==> config.mk <==
export PLATFORM = sky130hd
export DESIGN_NAME = demux_1x2_seq
export DESIGN_NICKNAME = d
export VERILOG_FILES = /design/src/rtl/demux_pkg.sv /design/src/rtl/demux_lane_buf.sv /design/src/rtl/demux_1x2_seq.sv
export SDC_FILE = /design/constraint.sdc
export NUM_CORES = 1
export LEC_CHECK = 0
export BUFFER_PORTS_ARGS = -buffer_cell sky130_fd_sc_hd__buf_2
export CORE_MARGIN = 2
export CORE_UTILIZATION = 48
export DETAILED_ROUTE_END_ITERATION = 12
export PLACE_DENSITY = 0.88
export SETUP_SLACK_MARGIN = 0.1
export SYNTH_ARGS = -nofsm -noshare
export SYNTH_HDL_FRONTEND = slang
export SYNTH_SLANG_ARGS = --single-unit
==> constraint.sdc <==
create_clock -name in_clk -period 1.85 [get_ports in_clk]
set_clock_uncertainty 0.15 [all_clocks]
set_input_delay 0.185 -clock in_clk [delete_from_list [all_inputs] [get_ports in_clk]]
set_output_delay 0.185 -clock in_clk [all_outputs]
set_load 0.02 [all_outputs]
==> src/rtl/demux_pkg.sv <==
// Shared constants for the 1-to-2 sequential demultiplexer.
package demux_pkg;

   localparam logic        LANE1 = 1'b0;
   localparam logic        LANE2 = 1'b1;
   localparam int unsigned CNT_W = 8;

   typedef logic [CNT_W-1:0] cnt_t;

endpackage : demux_pkg

==> src/rtl/demux_lane_buf.sv <==
// One output lane: 1-entry data buffer, valid flag, ready term and handshake counter.
module demux_lane_buf
   import demux_pkg::*;
#(
   parameter int unsigned WIDTH = 8
) (
   input  logic             clk,
   input  logic             rst_n,
   input  logic             load,
   input  logic [WIDTH-1:0] din,
   input  logic             rdy,
   output logic [WIDTH-1:0] data,
   output logic             vld,
   output logic             can_take,
   output cnt_t             cnt
);

   logic drain;

   assign drain    = vld & rdy;
   // A full buffer can still take a beat when it drains in the same cycle.
   assign can_take = ~vld | rdy;

   always_ff @(posedge clk or negedge rst_n) begin
      if (!rst_n) begin
         data <= '0;
         vld  <= 1'b0;
         cnt  <= '0;
      end else begin
         if (drain) begin
            cnt <= cnt + cnt_t'(1);
         end
         if (load) begin
            data <= din;
            vld  <= 1'b1;
         end else if (drain) begin
            vld  <= 1'b0;
         end
      end
   end

endmodule : demux_lane_buf

==> src/rtl/demux_1x2_seq.sv <==
// 1-to-2 demultiplexer with per-lane buffering; lane chosen by in_s or by an
// alternating toggle, with independent downstream handshakes per lane.
module demux_1x2_seq
   import demux_pkg::*;
#(
   parameter int unsigned WIDTH = 8
) (
   input  logic             in_clk,
   input  logic             in_rst_n,
   input  logic [WIDTH-1:0] in_x,
   input  logic             in_valid,
   output logic             out_ready,
   input  logic             in_s,
   input  logic             in_mode,
   output logic [WIDTH-1:0] out_f1,
   output logic [WIDTH-1:0] out_f2,
   output logic             out_v1,
   output logic             out_v2,
   input  logic             in_r1,
   input  logic             in_r2,
   output cnt_t             out_cnt1,
   output cnt_t             out_cnt2
);

   logic alt;
   logic sel;
   logic accept;
   logic take1;
   logic take2;

   assign sel       = in_mode ? alt : in_s;
   assign out_ready = (sel == LANE2) ? take2 : take1;
   assign accept    = in_valid & out_ready;

   always_ff @(posedge in_clk or negedge in_rst_n) begin
      if (!in_rst_n) begin
         alt <= LANE1;
      end else if (accept && in_mode) begin
         alt <= ~alt;
      end
   end

   demux_lane_buf #(.WIDTH(WIDTH)) u_lane1 (
      .clk      (in_clk),
      .rst_n    (in_rst_n),
      .load     (accept && (sel == LANE1)),
      .din      (in_x),
      .rdy      (in_r1),
      .data     (out_f1),
      .vld      (out_v1),
      .can_take (take1),
      .cnt      (out_cnt1)
   );

   demux_lane_buf #(.WIDTH(WIDTH)) u_lane2 (
      .clk      (in_clk),
      .rst_n    (in_rst_n),
      .load     (accept && (sel == LANE2)),
      .din      (in_x),
      .rdy      (in_r2),
      .data     (out_f2),
      .vld      (out_v2),
      .can_take (take2),
      .cnt      (out_cnt2)
   );

endmodule : demux_1x2_seq

==> Word-level counts from Yosys, hierarchy flattened <==
Index checks and enable logic that the tools add are counted.
{ "word_totals": {"reg_bits": 35, "output_inout_bits": 35, "word_cells": 29} }
{ "op_classes": {"addsub": 2, "mux": 6, "bitwise_logic": 9, "n_reduce_logical": 5} }
{ "op_table": {"columns": ["op", "n"], "rows": [
  ["8-bit by 1-bit adder with 8-bit output (second input constant)", 2],
  ["1-bit 2-to-1 mux", 6],
  ["1-bit NOT", 4],
  ["2-bit nonzero test", 2],
  ["1-bit AND", 3],
  ["1-bit logical AND", 3],
  ["1-bit OR", 2]
]} }

==> Depth between registers and ports, before layout <==
{ "logic_depth": {"ltp_word": 6, "ltp_mapped": 4, "mapped_depth_nobuf": 3} }

==> Cells and area by module <==
Synthesis repeated with hierarchy kept, for this count alone.
{ "hier_totals": {"cells_unflattened": 104, "hier_area_um2": 1460.2} }
{ "modules_own_cells": {"columns": ["module", "n_inst", "cells_per_inst", "area_each_um2", "seq_area_each_um2"], "rows": [
  ["demux_lane_buf", 2, 48, 691.9, 425.4],
  ["demux_1x2_seq", 1, 8, 76.3, 25.0]
]} }

==> Worst setup path after synthesis <==
OpenSTA, ideal clock, no wires.
{ "synth_path": {"path_kind": "register to register", "start": "reg alt", "end": "reg u_lane2.data[0]", "arrival_ns": 1.143, "required_time_ns": 1.575, "path_slack_ns": 0.433, "stages_incl_launch_ff": 4, "n_path_buf": 0, "period_less_slack_ns": 1.417, "cell_sequence": "dfrtp_1 -> mux2i_2 -> nand3b_4 -> mux2_2"} }
{ "synth_via": {"elab_chain_len": 4} }
{ "synth_lines": {"columns": ["element", "line_no", "source"], "rows": [
  ["start, declared", "demux_1x2_seq.sv:25", "logic alt;"],
  ["start signal, assigned", "demux_1x2_seq.sv:39", "alt <= ~alt;"],
  ["1-bit 2-to-1 mux *", "demux_1x2_seq.sv:31", "assign sel = in_mode ? alt : in_s;"],
  ["1-bit 2-to-1 mux", "demux_1x2_seq.sv:32", "assign out_ready = (sel == LANE2) ? take2 : take1;"],
  ["1-bit AND", "demux_1x2_seq.sv:33", "assign accept = in_valid & out_ready;"],
  ["1-bit logical AND *", "demux_1x2_seq.sv:58", ".load (accept && (sel == LANE2)),"],
  ["end signal, assigned", "demux_lane_buf.sv:34", "data <= din;"],
  ["end, declared", "demux_lane_buf.sv:12", "output logic [WIDTH-1:0] data,"]
]} }
Mark *: on every way between the ends. The rest lies on a longest branch, timed or not.
A chain may end at the register's enable or synchronous reset.

==> Worst setup path after layout <==
{ "layout_path": {"start": "reg alt", "end": "out out_ready"} }
{ "layout_via": {"elab_chain_len": 2} }
{ "layout_lines": {"columns": ["element", "line_no", "source"], "rows": [
  ["1-bit 2-to-1 mux", "demux_1x2_seq.sv:31", null],
  ["1-bit 2-to-1 mux", "demux_1x2_seq.sv:32", null],
  ["end, declared", "demux_1x2_seq.sv:12", "output logic out_ready,"]
]} }
No other way between the ends.

==> out/results.ini <==
[setup_path]
reg2regPathDepth=4
end_kind=output port
setup.worst_path.start_class=register
cp_data_required_time_ns=1.51
path_max_fanout=2
cp.arrival_ns=1.40
setup.worst_path.class=reg -> out

[die]
ios=50
die_h_um=58.7
initial_core_util_pct=51.2
die-area_mm2=0.00345
rows=19
die_width_um=58.7
core_mm2=0.00281

[grt]
grt_max_degree=36
grt.total_usage_pct=19.8
grt_antenna_before_repair=0
grt_pass1_wl_um=4950
grt_pass1_vias=1117
grt_overflow_total=0

[drt]
top_layer_used=met4
totalWireLength_um=2910
wl_met1_um=1130
dr.pass1.iters=8
dr_wl_met2_um=1530
ant_nets=0
drc_errors=2
vias=1041
wire_per_inst_um=14.4
dr_wl_met3_um=207
dr.first_iter.drc_count=22
via_per_inst=5.15

[finish]
layout.cells.most_common=buf_2
layout.nets=187
diodes=0
layout_common_cells=48 x buf_2, 35 x dfrtp_1, 18 x mux2_2
fillers=213
final_area_mm2=0.00191
syn_to_final_growth_pct=33.0
fin_cells=202
drive_gt1_share_pct=48.0

[synth]
yosys_warnings=0
synth_cell_type_count=20
synth_seq_area_share_pct=61.0
synth_edf_count=0
syn_nets=118
synthCells=101
synthFlopType=dfrtp_1
syn_area_per_cell_um2=14.2
ys_async_sr_fraction_pct=100
ys_ff_latch=35
syn-cell-area_mm2=0.00144

[timing]
setup_viol=0
final_max_slew_viol_count=0
tightest_slew_ns=0.750
holdWs_ns=0.0438
relSlewSlack_pct=50.0
max_freq_ghz=0.576
fin_ws_ns=0.113
hold_viol_final=0
tns_ns=0
period_share_pct=93.9
rsz0062_at_grt=yes
period_needed_ns=1.74

[power]
p_seq_share_pct=45.8
static-leakage-power_nw=0.965
p_int_mw=1.60
switchingPower_mw=1.04
irDropWorstVdd_mv=0.913
power_frac_clock_pct=14.9
p_comb_share_pct=39.3
swShare_pct=39.5
powerDensity_mw_per_mm2=1390

[outcome]
status=finished with violations
failed_checks=DRC

[hold_path]
hold_path_depth=3
hold_path.class=in -> reg

[run]
cap_violations=0

[placed_design]
pre_cts_slack_ns=0.328
hpwlAfterDp_um=2040
dp.cells=180
place.port_buffers=49
placed_cell_area_mm2=0.00172
place_congestion=0.700

[clock_network]
cts.sinks=35
clkLatencyLatePin_ns=0.34
ctsLongestPathBuffers=2
root_buffer=clkbuf_4
cts_tree=yes
cts_buffers=5
htree_levels=2
clk_pin_slew_ns=0.11

## cell usage after synthesis (2+ instances only)
master    number  area [um2]
xnor2_1        9        78.8
ha_1           2        25.0
and2_1         2        12.5
xor2_1         5        43.8
nor3_1         2        10.0
nand2_1        7        26.3
nand2b_1       2        12.5
dfrtp_1       35         876
and3_1         3        18.8
mux2_2        19         214
nand4_1        6        37.5
## worst max-delay path: stages (launching register included)
cell and delay (ns):
dfrtp_1 0.40, mux2i_2 0.20, mux2_4 0.33, buf_6 0.13
## through the flow
step | util (%) | total power, mW
global placement | 61.2 | 2.17
CTS | 67.8 | 2.66
detailed placement | 61.2 | 2.22
finish | 68.1 | 2.65
global route | 68.1 | 2.81
floorplan | - | 1.84
## final cells by class
| class | instances | area (um2) | area share, % |
|---|---|---|---|
| Sequential cell | 35 | 876 | 45.8 |
| Timing Repair Buffer | 63 | 384 | 20.1 |
| Clock buffer | 5 | 37.5 | 1.96 |
| Tap cell | 31 | 38.8 | 2.03 |
| Clock inverter | 3 | 15.0 | 0.786 |
| Multi-Input combinational cell | 65 | 559 | 29.3 |
## flip-flops by register name, indices dropped and copies added, names as in the netlist
signal	count
u_lane2.vld	1
u_lane1.vld	1
u_lane2.data	8
u_lane1.cnt	8
u_lane2.cnt	8
u_lane1.data	8
alt	1
## repair_timing
item	4_1_cts	5_1_grt
gates resized for setup	3	0
endpoints found under the setup margin	1	1
endpoints found under the hold margin	52	0
hold buffers	11	0
cloned	0	0
pin swaps	0	0
buffers inserted	2	1
## power groups by stage
stage               clock [mW]  sequential [mW]  combinational [mW]
global placement             0             1.21               0.958
CTS                      0.407             1.22                1.04
global route             0.444             1.25                1.11
floorplan                    0             1.50               0.344
finish                   0.395             1.21                1.04
detailed placement           0             1.23               0.989
## logic make-up after synthesis
kind of cell,count (synthesis),synth area share (%)
buf+inv,1,0.348
fa+ha+maj,2,1.74
compound gates,2,1.05
simple gates,27,11.5
flops,35,61.0
mux,20,15.9
xor+xnor,14,8.54
## worst paths after layout
kind                       slack [ns]           start         endpoint
min in group asynchronous        0.29        in_rst_n  u_lane1.data[2]
max in group asynchronous        0.79        in_rst_n   u_lane1.cnt[0]
hold / removal                   0.04         in_mode              alt
hold reg to reg                  0.32  u_lane2.cnt[7]   u_lane2.cnt[7]
setup / recovery                 0.11             alt        out_ready
setup reg to reg                 0.27             alt  u_lane1.data[5]
## metal layers
metal | up-vias | track usage, %
li1 | 494 | -
met5 | - | 0
met3 | 5 | 6.59
met4 | 0 | 8.77
met2 | 34 | 34.8
met1 | 508 | 21.7
Note: power is estimated with default switching activity, not from simulation.
